<file path="src/rtl/seg_scan_ctrl.sv">
// seg_scan_ctrl: time-multiplexes one external hex/BCD segment decoder across eight
// 7-segment digit registers. A load snapshots data/mask/blanking into shadow
// registers, then the scheduler walks digit slots 0..7. Each slot spends one SCAN
// cycle driving the shared decoder and SCAN_DIV-1 WAIT cycles. Loads that arrive
// mid-frame are parked in a pending buffer and start the next frame with no gap.
//
// Ports:
//   i_clk         system clock, rising edge
//   i_rst         asynchronous reset, active low
//   i_load        request to display new data
//   i_data_in     eight nibbles, nibble i drives digit i
//   i_en_mask     per-digit enable, 0 forces the digit blank
//   i_lz_blank    blank leading-zero digits (digit 0 never blanked)
//   o_dec_in      nibble presented to the shared decoder
//   i_dec_out     active-low pattern returned by the decoder (same cycle)
//   o_seg0..7     registered active-low segment patterns, 8'hff = off
//   o_busy        frame in progress
//   o_frame_done  one-cycle pulse after the frame-end edge
module seg_scan_ctrl #(
    parameter int unsigned SCAN_DIV = 4
) (
    input  logic        i_clk,
    input  logic        i_rst,
    input  logic        i_load,
    input  logic [31:0] i_data_in,
    input  logic [7:0]  i_en_mask,
    input  logic        i_lz_blank,
    output logic [3:0]  o_dec_in,
    input  logic [7:0]  i_dec_out,
    output logic [7:0]  o_seg0,
    output logic [7:0]  o_seg1,
    output logic [7:0]  o_seg2,
    output logic [7:0]  o_seg3,
    output logic [7:0]  o_seg4,
    output logic [7:0]  o_seg5,
    output logic [7:0]  o_seg6,
    output logic [7:0]  o_seg7,
    output logic        o_busy,
    output logic        o_frame_done
);

    localparam int unsigned CntW = (SCAN_DIV > 1) ? $clog2(SCAN_DIV) : 1;
    localparam logic [CntW-1:0] CntLast = CntW'(SCAN_DIV - 1);

    typedef enum logic [1:0] {StIdle, StScan, StWait} state_e;

    state_e          r_state;
    logic [2:0]      r_idx;
    logic [CntW-1:0] r_cnt;
    logic [31:0]     r_shd_data;
    logic [7:0]      r_shd_mask;
    logic            r_shd_lz;
    logic [31:0]     r_pnd_data;
    logic [7:0]      r_pnd_mask;
    logic            r_pnd_lz;
    logic            r_pnd_vld;
    logic [7:0]      r_seg [8];
    logic            r_frame_done;
    logic [3:0]      r_dec_last;

    state_e          w_state_nxt;
    logic [2:0]      w_idx_nxt;
    logic [CntW-1:0] w_cnt_nxt;
    logic            w_seg_we;
    logic            w_slot_end;
    logic            w_frame_end;
    logic            w_shadow_load;
    logic [3:0]      w_nibble;
    logic            w_upper_zero;
    logic            w_show;
    logic [3:0]      w_dec_in;

    // Digit idx is a leading zero when it and every more significant nibble are zero.
    always_comb begin
        w_nibble     = r_shd_data[{r_idx, 2'b00} +: 4];
        w_upper_zero = ((r_shd_data >> {r_idx, 2'b00}) == 32'd0);
        w_show       = r_shd_mask[r_idx] && !(r_shd_lz && (r_idx != 3'd0) && w_upper_zero);
    end

    always_comb begin
        w_state_nxt = r_state;
        w_idx_nxt   = r_idx;
        w_cnt_nxt   = r_cnt;
        w_seg_we    = 1'b0;
        w_slot_end  = 1'b0;
        w_frame_end = 1'b0;
        w_dec_in    = r_dec_last;

        case (r_state)
            StIdle: begin
                if (i_load) begin
                    w_state_nxt = StScan;
                    w_idx_nxt   = 3'd0;
                    w_cnt_nxt   = '0;
                end
            end
            StScan: begin
                w_dec_in = w_nibble;
                w_seg_we = 1'b1;
                if (SCAN_DIV == 1) begin
                    w_slot_end = 1'b1;
                end else begin
                    w_state_nxt = StWait;
                    w_cnt_nxt   = CntW'(1);
                end
            end
            StWait: begin
                if (r_cnt == CntLast) begin
                    w_slot_end = 1'b1;
                end else begin
                    w_cnt_nxt = r_cnt + CntW'(1);
                end
            end
            default: w_state_nxt = StIdle;
        endcase

        if (w_slot_end) begin
            w_cnt_nxt = '0;
            if (r_idx != 3'd7) begin
                w_state_nxt = StScan;
                w_idx_nxt   = r_idx + 3'd1;
            end else begin
                w_frame_end = 1'b1;
                w_idx_nxt   = 3'd0;
                // A load on the frame-end edge itself restarts just like a pending one.
                w_state_nxt = (i_load || r_pnd_vld) ? StScan : StIdle;
            end
        end

        w_shadow_load = ((r_state == StIdle) && i_load) ||
                        (w_frame_end && (i_load || r_pnd_vld));
    end

    always_ff @(posedge i_clk or negedge i_rst) begin
        if (!i_rst) begin
            r_state      <= StIdle;
            r_idx        <= 3'd0;
            r_cnt        <= '0;
            r_shd_data   <= 32'd0;
            r_shd_mask   <= 8'd0;
            r_shd_lz     <= 1'b0;
            r_pnd_data   <= 32'd0;
            r_pnd_mask   <= 8'd0;
            r_pnd_lz     <= 1'b0;
            r_pnd_vld    <= 1'b0;
            r_frame_done <= 1'b0;
            r_dec_last   <= 4'd0;
            for (int i = 0; i < 8; i++) begin
                r_seg[i] <= 8'hff;
            end
        end else begin
            r_state      <= w_state_nxt;
            r_idx        <= w_idx_nxt;
            r_cnt        <= w_cnt_nxt;
            r_frame_done <= w_frame_end;
            r_dec_last   <= w_dec_in;

            if (w_seg_we) begin
                r_seg[r_idx] <= w_show ? i_dec_out : 8'hff;
            end

            // The live inputs win over the pending buffer: they are the newest load.
            if (w_shadow_load) begin
                if (i_load) begin
                    r_shd_data <= i_data_in;
                    r_shd_mask <= i_en_mask;
                    r_shd_lz   <= i_lz_blank;
                end else begin
                    r_shd_data <= r_pnd_data;
                    r_shd_mask <= r_pnd_mask;
                    r_shd_lz   <= r_pnd_lz;
                end
            end

            if (w_frame_end) begin
                r_pnd_vld <= 1'b0;
            end else if (i_load && (r_state != StIdle)) begin
                r_pnd_vld  <= 1'b1;
                r_pnd_data <= i_data_in;
                r_pnd_mask <= i_en_mask;
                r_pnd_lz   <= i_lz_blank;
            end
        end
    end

    always_comb begin
        o_dec_in     = w_dec_in;
        o_busy       = (r_state != StIdle);
        o_frame_done = r_frame_done;
        o_seg0       = r_seg[0];
        o_seg1       = r_seg[1];
        o_seg2       = r_seg[2];
        o_seg3       = r_seg[3];
        o_seg4       = r_seg[4];
        o_seg5       = r_seg[5];
        o_seg6       = r_seg[6];
        o_seg7       = r_seg[7];
    end

endmodule

</file>
<file path="config.mk">
export PLATFORM = sky130hd
export DESIGN_NAME = seg_scan_ctrl
export DESIGN_NICKNAME = d
export VERILOG_FILES = /design/src/rtl/seg_scan_ctrl.sv
export SDC_FILE = /design/constraint.sdc
export NUM_CORES = 1
export LEC_CHECK = 0
export ABC_AREA = 0
export BUFFER_PORTS_ARGS = -buffer_cell sky130_fd_sc_hd__buf_2
export CAP_MARGIN = 10
export CORE_ASPECT_RATIO = 1.75
export CORE_MARGIN = 4
export CORE_UTILIZATION = 57
export DETAILED_ROUTE_END_ITERATION = 8
export PLACE_DENSITY_LB_ADDON = 0.2
export REMOVE_ABC_BUFFERS = 1
export SYNTH_ARGS = -nofsm -noshare
export SYNTH_HDL_FRONTEND = slang
export SYNTH_SLANG_ARGS = --single-unit
</file>
<file path="constraint.sdc">
create_clock -name i_clk -period 3.13 [get_ports i_clk]
set_input_delay 0.313 -clock i_clk [delete_from_list [all_inputs] [get_ports i_clk]]
set_output_delay 0.313 -clock i_clk [all_outputs]
set_load 0.05 [all_outputs]
</file>
==> results of run 1 <==
==> layout make-up <==
| type | instances | area, µm² | share of cell area, % |
|---|---|---|---|
| flip-flops and latches | 159 | 4060 | 46.2 |
| inverters | 10 | 37.5 | 0.427 |
| multi-input cells | 422 | 3180 | 36.1 |
| repair buffers | 136 | 739 | 8.41 |
| clock inverters | 13 | 98.8 | 1.12 |
| clock buffers | 19 | 464 | 5.28 |
| well taps | 171 | 214 | 2.43 |
==> cells in the final DEF (no fill, tap or decap), types with 26 or more instances in the layout <==
master	count
sky130_fd_sc_hd__dfrtp_1	95
sky130_fd_sc_hd__dfstp_2	64
sky130_fd_sc_hd__a21oi_1	50
sky130_fd_sc_hd__a31oi_2	30
sky130_fd_sc_hd__nor2_1	119
sky130_fd_sc_hd__nand2_1	26
sky130_fd_sc_hd__mux2i_1	57
sky130_fd_sc_hd__o32a_1	32
sky130_fd_sc_hd__mux2_2	42
sky130_fd_sc_hd__buf_2	120
==> final timing paths <==
check                               startpoint             end  slack [ns]  cells after the start
max in group asynchronous                i_rst   r_shd_data[5]        1.71                      3
worst max-delay path                  r_idx[0]     o_dec_in[1]        0.25                      5
worst max register to register        r_idx[0]       o_seg3[5]        0.33                      8
min in group asynchronous                i_rst        r_cnt[0]        0.53                      2
worst min register to register  r_pnd_data[28]  r_pnd_data[28]        0.50                      1
worst min-delay path              i_data_in[4]   r_pnd_data[4]        0.14                      2
==> state kept, by name, indices dropped and copies added, names as in the netlist, 3 cells and up <==
signal	flops
o_seg0	8
o_seg1	8
o_seg2	8
o_seg3	8
o_seg4	8
o_seg5	8
o_seg6	8
o_seg7	8
r_dec_last	4
r_idx	3
r_pnd_data	32
r_pnd_mask	8
r_shd_data	32
r_shd_mask	8
==> per-stage QoR <==
| step | instances | power, µW | setup TNS [ns] | cell area [µm²] | utilization [%] |
|---|---|---|---|---|---|
| final | 930 | 7440 | 0 | 8790 | 68.3 |
| after global routing | 930 | 7800 | 0 | 8790 | 68.3 |
| after CTS | 930 | 7480 | 0 | 8790 | 68.3 |
| after detailed placement | 897 | 5480 | 0 | 8220 | 63.9 |
| after global placement | 897 | 5400 | 0 | 8220 | 63.9 |
| after floorplan | 591 | 4780 | -66.94 | 7260 | - |
==> per-layer routing <==
metal	wire, µm	global-route usage [%]	vias up
met5	0	0	-
met4	519	11.0	0
met3	695	3.97	40
met2	9690	43.6	143
met1	6490	27.8	2726
li1	-	-	2537
==> power breakdown <==
| group | internal (µW) | switching (µW) |
|---|---|---|
| logic | 771 | 1650 |
| registers | 2660 | 384 |
| clock network | 1100 | 882 |
| total | 4530 | 2920 |
==> kinds of logic after synthesis <==
logic type / count (synthesis) / share of synthesized area (%)
AO/OA/AOI/OAI: 143 / 16.1
adder cells (fa/ha/maj): 8 / 1.34
buffers and inverters: 54 / 3.44
flip-flops: 159 / 54.2
multiplexers: 103 / 15.2
AND/OR/NAND/NOR: 168 / 9.72
==> run_summary.xml, run 1 <==
<?xml version="1.0" encoding="UTF-8"?>
<metrics>
  <group name="status">
    <metric name="run_status" unit="">finished, final reports clean</metric>
  </group>
  <group name="floorplanning">
    <metric name="design.die.area" unit="µm²">15100</metric>
    <metric name="floorplan.io_pins" unit="">122</metric>
    <metric name="chipWidth" unit="µm">94.6</metric>
    <metric name="row_count" unit="">55</metric>
    <metric name="die_height" unit="µm">160</metric>
    <metric name="initial_utilization" unit="%">58.1</metric>
    <metric name="core" unit="µm²">12900</metric>
  </group>
  <group name="drt">
    <metric name="drtAntennaViolNets" unit="">0</metric>
    <metric name="drt_drc_violations_left" unit="">0</metric>
    <metric name="first_pass_iters" unit="">4</metric>
    <metric name="routedWlPerCell" unit="µm">18.7</metric>
    <metric name="route.final.wire_length" unit="mm">17.4</metric>
    <metric name="drt-initial-drc-count" unit="">236</metric>
    <metric name="vias" unit="">5446</metric>
    <metric name="route.detailed.vias_per_inst" unit="">5.86</metric>
  </group>
  <group name="worst_setup_path">
    <metric name="timing.critical_path.required" unit="ns">2.82</metric>
    <metric name="timing.critical_path.cells" unit="">buf_4 -&gt; mux2i_1 -&gt; mux4_2 -&gt; a21oi_1 -&gt; buf_2</metric>
    <metric name="critPathKind" unit="">reg -&gt; out</metric>
    <metric name="capturing_element_type_of_the_critical_path" unit="">output port</metric>
    <metric name="endpoint_arrival_time_on_the_critical_path" unit="ns">2.57</metric>
    <metric name="slowest_stage" unit="">sky130_fd_sc_hd__dfrtp_1</metric>
    <metric name="worst_setup_path_start_kind" unit="">flip-flop</metric>
    <metric name="critical_path.top_delay_family" unit="">flip-flops</metric>
    <metric name="crit_fanout" unit="">19</metric>
    <metric name="critical-path-max-stage-delay" unit="ns">0.76</metric>
    <metric name="cp_num_buf_inv" unit="">2</metric>
  </group>
  <group name="clock_network">
    <metric name="hold_buffers" unit="">1</metric>
    <metric name="clock_sinks" unit="">159</metric>
    <metric name="cts_max_path_buffers" unit="">2</metric>
    <metric name="ctsRootBufferMaster" unit="">sky130_fd_sc_hd__clkbuf_16</metric>
    <metric name="clock_insertion_delay_worst_skew" unit="ns">0.42</metric>
    <metric name="post_cts_resized" unit="">0</metric>
    <metric name="clk_pin_slew_worst_paths" unit="ns">0.06</metric>
    <metric name="cts_tree" unit="">yes</metric>
    <metric name="cts_buffers" unit="">17</metric>
    <metric name="ctsHtreeMaxLevel" unit="">4</metric>
    <metric name="post_cts_buffers" unit="">0</metric>
  </group>
  <group name="timing">
    <metric name="clock-skew-final" unit="ns">0.0121</metric>
    <metric name="post-route-worst-setup-slack" unit="ns">0.247</metric>
    <metric name="slew_at_the_pin_with_the_worst_max_slew_slack" unit="ns">0.922</metric>
    <metric name="fin_hold_ws" unit="ns">0.136</metric>
    <metric name="timing_hold_violations_final" unit="">0</metric>
    <metric name="drv_slew" unit="">0</metric>
    <metric name="max_freq" unit="MHz">347</metric>
    <metric name="setup-violations-final" unit="">0</metric>
    <metric name="rsz0062_at_grt" unit="">false</metric>
    <metric name="slew_headroom" unit="%">38.0</metric>
    <metric name="final.period_utilization" unit="%">92.1</metric>
    <metric name="timing.final.crit_period" unit="ns">2.88</metric>
  </group>
  <group name="layout">
    <metric name="num_antenna_cells" unit="">0</metric>
    <metric name="fill_cells" unit="">1007</metric>
    <metric name="design.final.nets" unit="">806</metric>
    <metric name="area.growth.synth_to_final" unit="%">17.5</metric>
    <metric name="share_of_layout_cells_above_drive_strength_1" unit="%">41.9</metric>
  </group>
  <group name="synth">
    <metric name="synth_edf_count" unit="">0</metric>
    <metric name="post_synth_most_frequent_cells" unit="">119 x sky130_fd_sc_hd__nor2_1, 95 x sky130_fd_sc_hd__dfrtp_1, 64 x sky130_fd_sc_hd__dfstp_2</metric>
    <metric name="synth.most_common_cell" unit="">sky130_fd_sc_hd__nor2_1</metric>
    <metric name="synth_flop_cell" unit="">sky130_fd_sc_hd__dfrtp_1</metric>
    <metric name="syn_avg_cell_area" unit="µm²">11.8</metric>
    <metric name="synth_seq_cells" unit="">159</metric>
    <metric name="top_cell_type_s_share_of_synthesized_area" unit="%">31.8</metric>
    <metric name="synth-seq-area-share" unit="%">54.2</metric>
    <metric name="synth_cell_type_count" unit="">44</metric>
    <metric name="ys_async_sr_fraction" unit="%">100</metric>
    <metric name="synthesis.area" unit="µm²">7480</metric>
    <metric name="synth.area.top_cells" unit="">sky130_fd_sc_hd__dfrtp_1 32%, sky130_fd_sc_hd__dfstp_2 22%, sky130_fd_sc_hd__mux2i_1 7.6%</metric>
    <metric name="synthesis.instances" unit="">635</metric>
    <metric name="yosysWarnings" unit="">0</metric>
    <metric name="synth_area_leader_cell" unit="">sky130_fd_sc_hd__dfrtp_1</metric>
  </group>
  <group name="placement">
    <metric name="place.gp.congestion" unit="">0.888</metric>
    <metric name="portBuffers" unit="">121</metric>
    <metric name="dpl_worst_slack" unit="ns">0.332</metric>
    <metric name="place.detailed.hpwl" unit="mm">12.5</metric>
  </group>
  <group name="power">
    <metric name="cellLeakagePower" unit="µW">0.00381</metric>
    <metric name="peakVddDrop" unit="µV">463</metric>
    <metric name="power_per_cell_area" unit="nW/µm²">847</metric>
  </group>
  <group name="global_route">
    <metric name="grt_pass1_vias" unit="">5663</metric>
    <metric name="grt_antenna_before_repair" unit="">0</metric>
    <metric name="grt_remaining_overflow" unit="">0</metric>
    <metric name="grt_pass1_wl" unit="mm">28.7</metric>
    <metric name="gr-usage-all-layers" unit="%">24.4</metric>
    <metric name="grt_max_degree" unit="">88</metric>
  </group>
  <group name="flow_run">
    <metric name="max_cap_violations" unit="">0</metric>
  </group>
  <group name="hold_path">
    <metric name="hold_path_class" unit="">in -&gt; reg</metric>
  </group>
</metrics>
No activity file was read; power rests on OpenSTA's default activity.
==> run 2, diff against run 1 <==
--- a/config.mk
+++ b/config.mk
@@ -13,7 +13,6 @@
 export CORE_UTILIZATION = 57
 export DETAILED_ROUTE_END_ITERATION = 8
 export PLACE_DENSITY_LB_ADDON = 0.2
-export REMOVE_ABC_BUFFERS = 1
 export SYNTH_ARGS = -nofsm -noshare
 export SYNTH_HDL_FRONTEND = slang
 export SYNTH_SLANG_ARGS = --single-unit
==> run_summary.xml, run 2 (synthesized netlist as in run 1, its figures left out) <==
<?xml version="1.0" encoding="UTF-8"?>
<metrics>
  <group name="clock_network">
    <metric name="clk_pin_slew_worst_paths" unit="ns">0.07</metric>
    <metric name="ctsRootBufferMaster" unit="">sky130_fd_sc_hd__clkbuf_16</metric>
    <metric name="cts_max_path_buffers" unit="">2</metric>
    <metric name="clock_insertion_delay_worst_skew" unit="ns">0.42</metric>
    <metric name="post_cts_buffers" unit="">0</metric>
    <metric name="clock_sinks" unit="">159</metric>
    <metric name="hold_buffers" unit="">0</metric>
    <metric name="post_cts_resized" unit="">0</metric>
    <metric name="cts_tree" unit="">yes</metric>
    <metric name="ctsHtreeMaxLevel" unit="">4</metric>
    <metric name="cts_buffers" unit="">17</metric>
  </group>
  <group name="layout">
    <metric name="share_of_layout_cells_above_drive_strength_1" unit="%">41.6</metric>
    <metric name="fill_cells" unit="">1003</metric>
    <metric name="postLayoutCoreUtil" unit="%">68.8</metric>
    <metric name="mostFrequentLayoutCell" unit="">sky130_fd_sc_hd__buf_2</metric>
    <metric name="biggestRegsByFlops" unit="">r_pnd_data (32), r_shd_data (32)</metric>
    <metric name="top_library_cells_by_usage_in_the_layout_fill_and_taps_aside" unit="">120 x sky130_fd_sc_hd__buf_2, 119 x sky130_fd_sc_hd__nor2_1, 95 x sky130_fd_sc_hd__dfrtp_1</metric>
    <metric name="num_antenna_cells" unit="">0</metric>
    <metric name="design.final.nets" unit="">804</metric>
    <metric name="area.growth.synth_to_final" unit="%">18.4</metric>
    <metric name="postLayoutCellArea" unit="µm²">8860</metric>
  </group>
  <group name="floorplanning">
    <metric name="chipWidth" unit="µm">94.6</metric>
    <metric name="row_count" unit="">55</metric>
    <metric name="initial_utilization" unit="%">58.1</metric>
    <metric name="design.die.area" unit="µm²">15100</metric>
    <metric name="floorplan.io_pins" unit="">122</metric>
    <metric name="core" unit="µm²">12900</metric>
    <metric name="die_height" unit="µm">160</metric>
  </group>
  <group name="timing">
    <metric name="final.period_utilization" unit="%">92.6</metric>
    <metric name="max_freq" unit="MHz">345</metric>
    <metric name="slew_at_the_pin_with_the_worst_max_slew_slack" unit="ns">0.858</metric>
    <metric name="setup-tns-final" unit="ns">0</metric>
    <metric name="drv_slew" unit="">0</metric>
    <metric name="rsz0062_at_grt" unit="">false</metric>
    <metric name="slew_headroom" unit="%">42.4</metric>
    <metric name="timing.final.crit_period" unit="ns">2.90</metric>
    <metric name="post-route-worst-setup-slack" unit="ns">0.233</metric>
    <metric name="clock-skew-final" unit="ns">0.0109</metric>
    <metric name="setup-violations-final" unit="">0</metric>
    <metric name="timing_hold_violations_final" unit="">0</metric>
  </group>
  <group name="global_route">
    <metric name="grt_max_degree" unit="">84</metric>
    <metric name="grt_pass1_wl" unit="mm">28.4</metric>
    <metric name="gr-usage-all-layers" unit="%">24.2</metric>
    <metric name="grt_pass1_vias" unit="">5584</metric>
    <metric name="grt_antenna_before_repair" unit="">0</metric>
    <metric name="grt_remaining_overflow" unit="">0</metric>
  </group>
  <group name="power">
    <metric name="peakVddDrop" unit="µV">569</metric>
    <metric name="cellLeakagePower" unit="µW">0.00383</metric>
    <metric name="power_per_cell_area" unit="nW/µm²">864</metric>
  </group>
  <group name="drt">
    <metric name="drt_drc_violations_left" unit="">0</metric>
    <metric name="drtAntennaViolNets" unit="">0</metric>
    <metric name="drt-initial-drc-count" unit="">288</metric>
    <metric name="route.final.wire_length" unit="mm">17.4</metric>
    <metric name="vias" unit="">5371</metric>
    <metric name="routedWlPerCell" unit="µm">18.8</metric>
    <metric name="route.detailed.vias_per_inst" unit="">5.79</metric>
    <metric name="first_pass_iters" unit="">4</metric>
  </group>
  <group name="worst_setup_path">
    <metric name="critical_path.reg2reg.startpoint" unit="">r_idx[0]</metric>
    <metric name="critical_path.reg2reg.endpoint" unit="">o_seg2[7]</metric>
    <metric name="worst_setup_path_start_kind" unit="">flip-flop</metric>
    <metric name="crit_fanout" unit="">16</metric>
    <metric name="worst_setup_slack_for_register_to_register_paths" unit="ns">0.36</metric>
    <metric name="critPathKind" unit="">reg -&gt; out</metric>
    <metric name="endpoint_arrival_time_on_the_critical_path" unit="ns">2.58</metric>
    <metric name="r2r_cells" unit="">7</metric>
    <metric name="timing.critical_path.required" unit="ns">2.82</metric>
    <metric name="capturing_element_type_of_the_critical_path" unit="">output port</metric>
  </group>
  <group name="synth">
    <metric name="net_count_after_synthesis" unit="">695</metric>
  </group>
  <group name="placement">
    <metric name="place.detailed.hpwl" unit="mm">12.6</metric>
    <metric name="post_dp_cell_area" unit="µm²">8220</metric>
    <metric name="dpl_worst_slack" unit="ns">0.371</metric>
    <metric name="portBuffers" unit="">121</metric>
    <metric name="place.gp.congestion" unit="">0.845</metric>
  </group>
  <group name="hold_path">
    <metric name="hold_path_class" unit="">in -&gt; async</metric>
  </group>
  <group name="status">
    <metric name="run_status" unit="">finished, final reports clean</metric>
  </group>
  <group name="flow_run">
    <metric name="max_cap_violations" unit="">0</metric>
  </group>
</metrics>
==> run 2: final cells by class <==
type	count	area [µm²]	share of cell area [%]
clock inverter	9	115	1.30
inverter	10	37.5	0.424
sequential	159	4060	45.8
timing repair buffer	134	734	8.29
tap	171	214	2.42
multi-input combinational	422	3180	35.9
clock buffer	23	522	5.89
==> run 2: worst max-delay path, stage by stage, from the launching register on <==
cell	delay, ns
sky130_fd_sc_hd__dfrtp_1	0.77
sky130_fd_sc_hd__buf_4	0.28
sky130_fd_sc_hd__nor2_1	0.08
sky130_fd_sc_hd__a22oi_1	0.36
sky130_fd_sc_hd__nand2_1	0.12
sky130_fd_sc_hd__a21oi_1	0.24
sky130_fd_sc_hd__buf_2	0.32
==> run 2: how the worst max path moves through the flow <==
stage,slack [ns],endpoint,startpoint
floorplan,0.77,o_dec_in[1],r_idx[0]
global placement,0.48,o_seg2[7],r_idx[0]
detailed placement,0.37,o_seg2[7],r_idx[0]
CTS,0.25,o_dec_in[2],r_idx[0]
global route,0.09,o_dec_in[2],r_idx[0]
finish,0.23,o_dec_in[2],r_idx[0]
==> run 2: report_power, final <==
group / switching (µW) / total [µW] / internal [µW] / leakage, µW
Sequential: 405 / 3060 / 2650 / 0.00178
Combinational: 1640 / 2410 / 767 / 0.00174
Clock: 836 / 2190 / 1350 / 0.000311
==> run 2: routing by layer <==
metal,vias up,routed length [µm],GRT usage (%),share of wire (%)
met1,2666,6350,27.4,36
met3,31,849,4.92,4.9
li1,2524,-,-,-
met5,-,0,0,0
met4,0,419,9.00,2.4
met2,150,9800,43.8,56
==> run 2: metrics by stage <==
step           std cells  total power [µW]  hold slack, ns
6_report             928              7650           0.102
5_1_grt              928              8010           0.123
4_1_cts              928              7700           0.115
3_5_place_dp         896              5490           0.488
3_3_place_gp         896              5410           0.465
2_1_floorplan        635              4850          0.0174
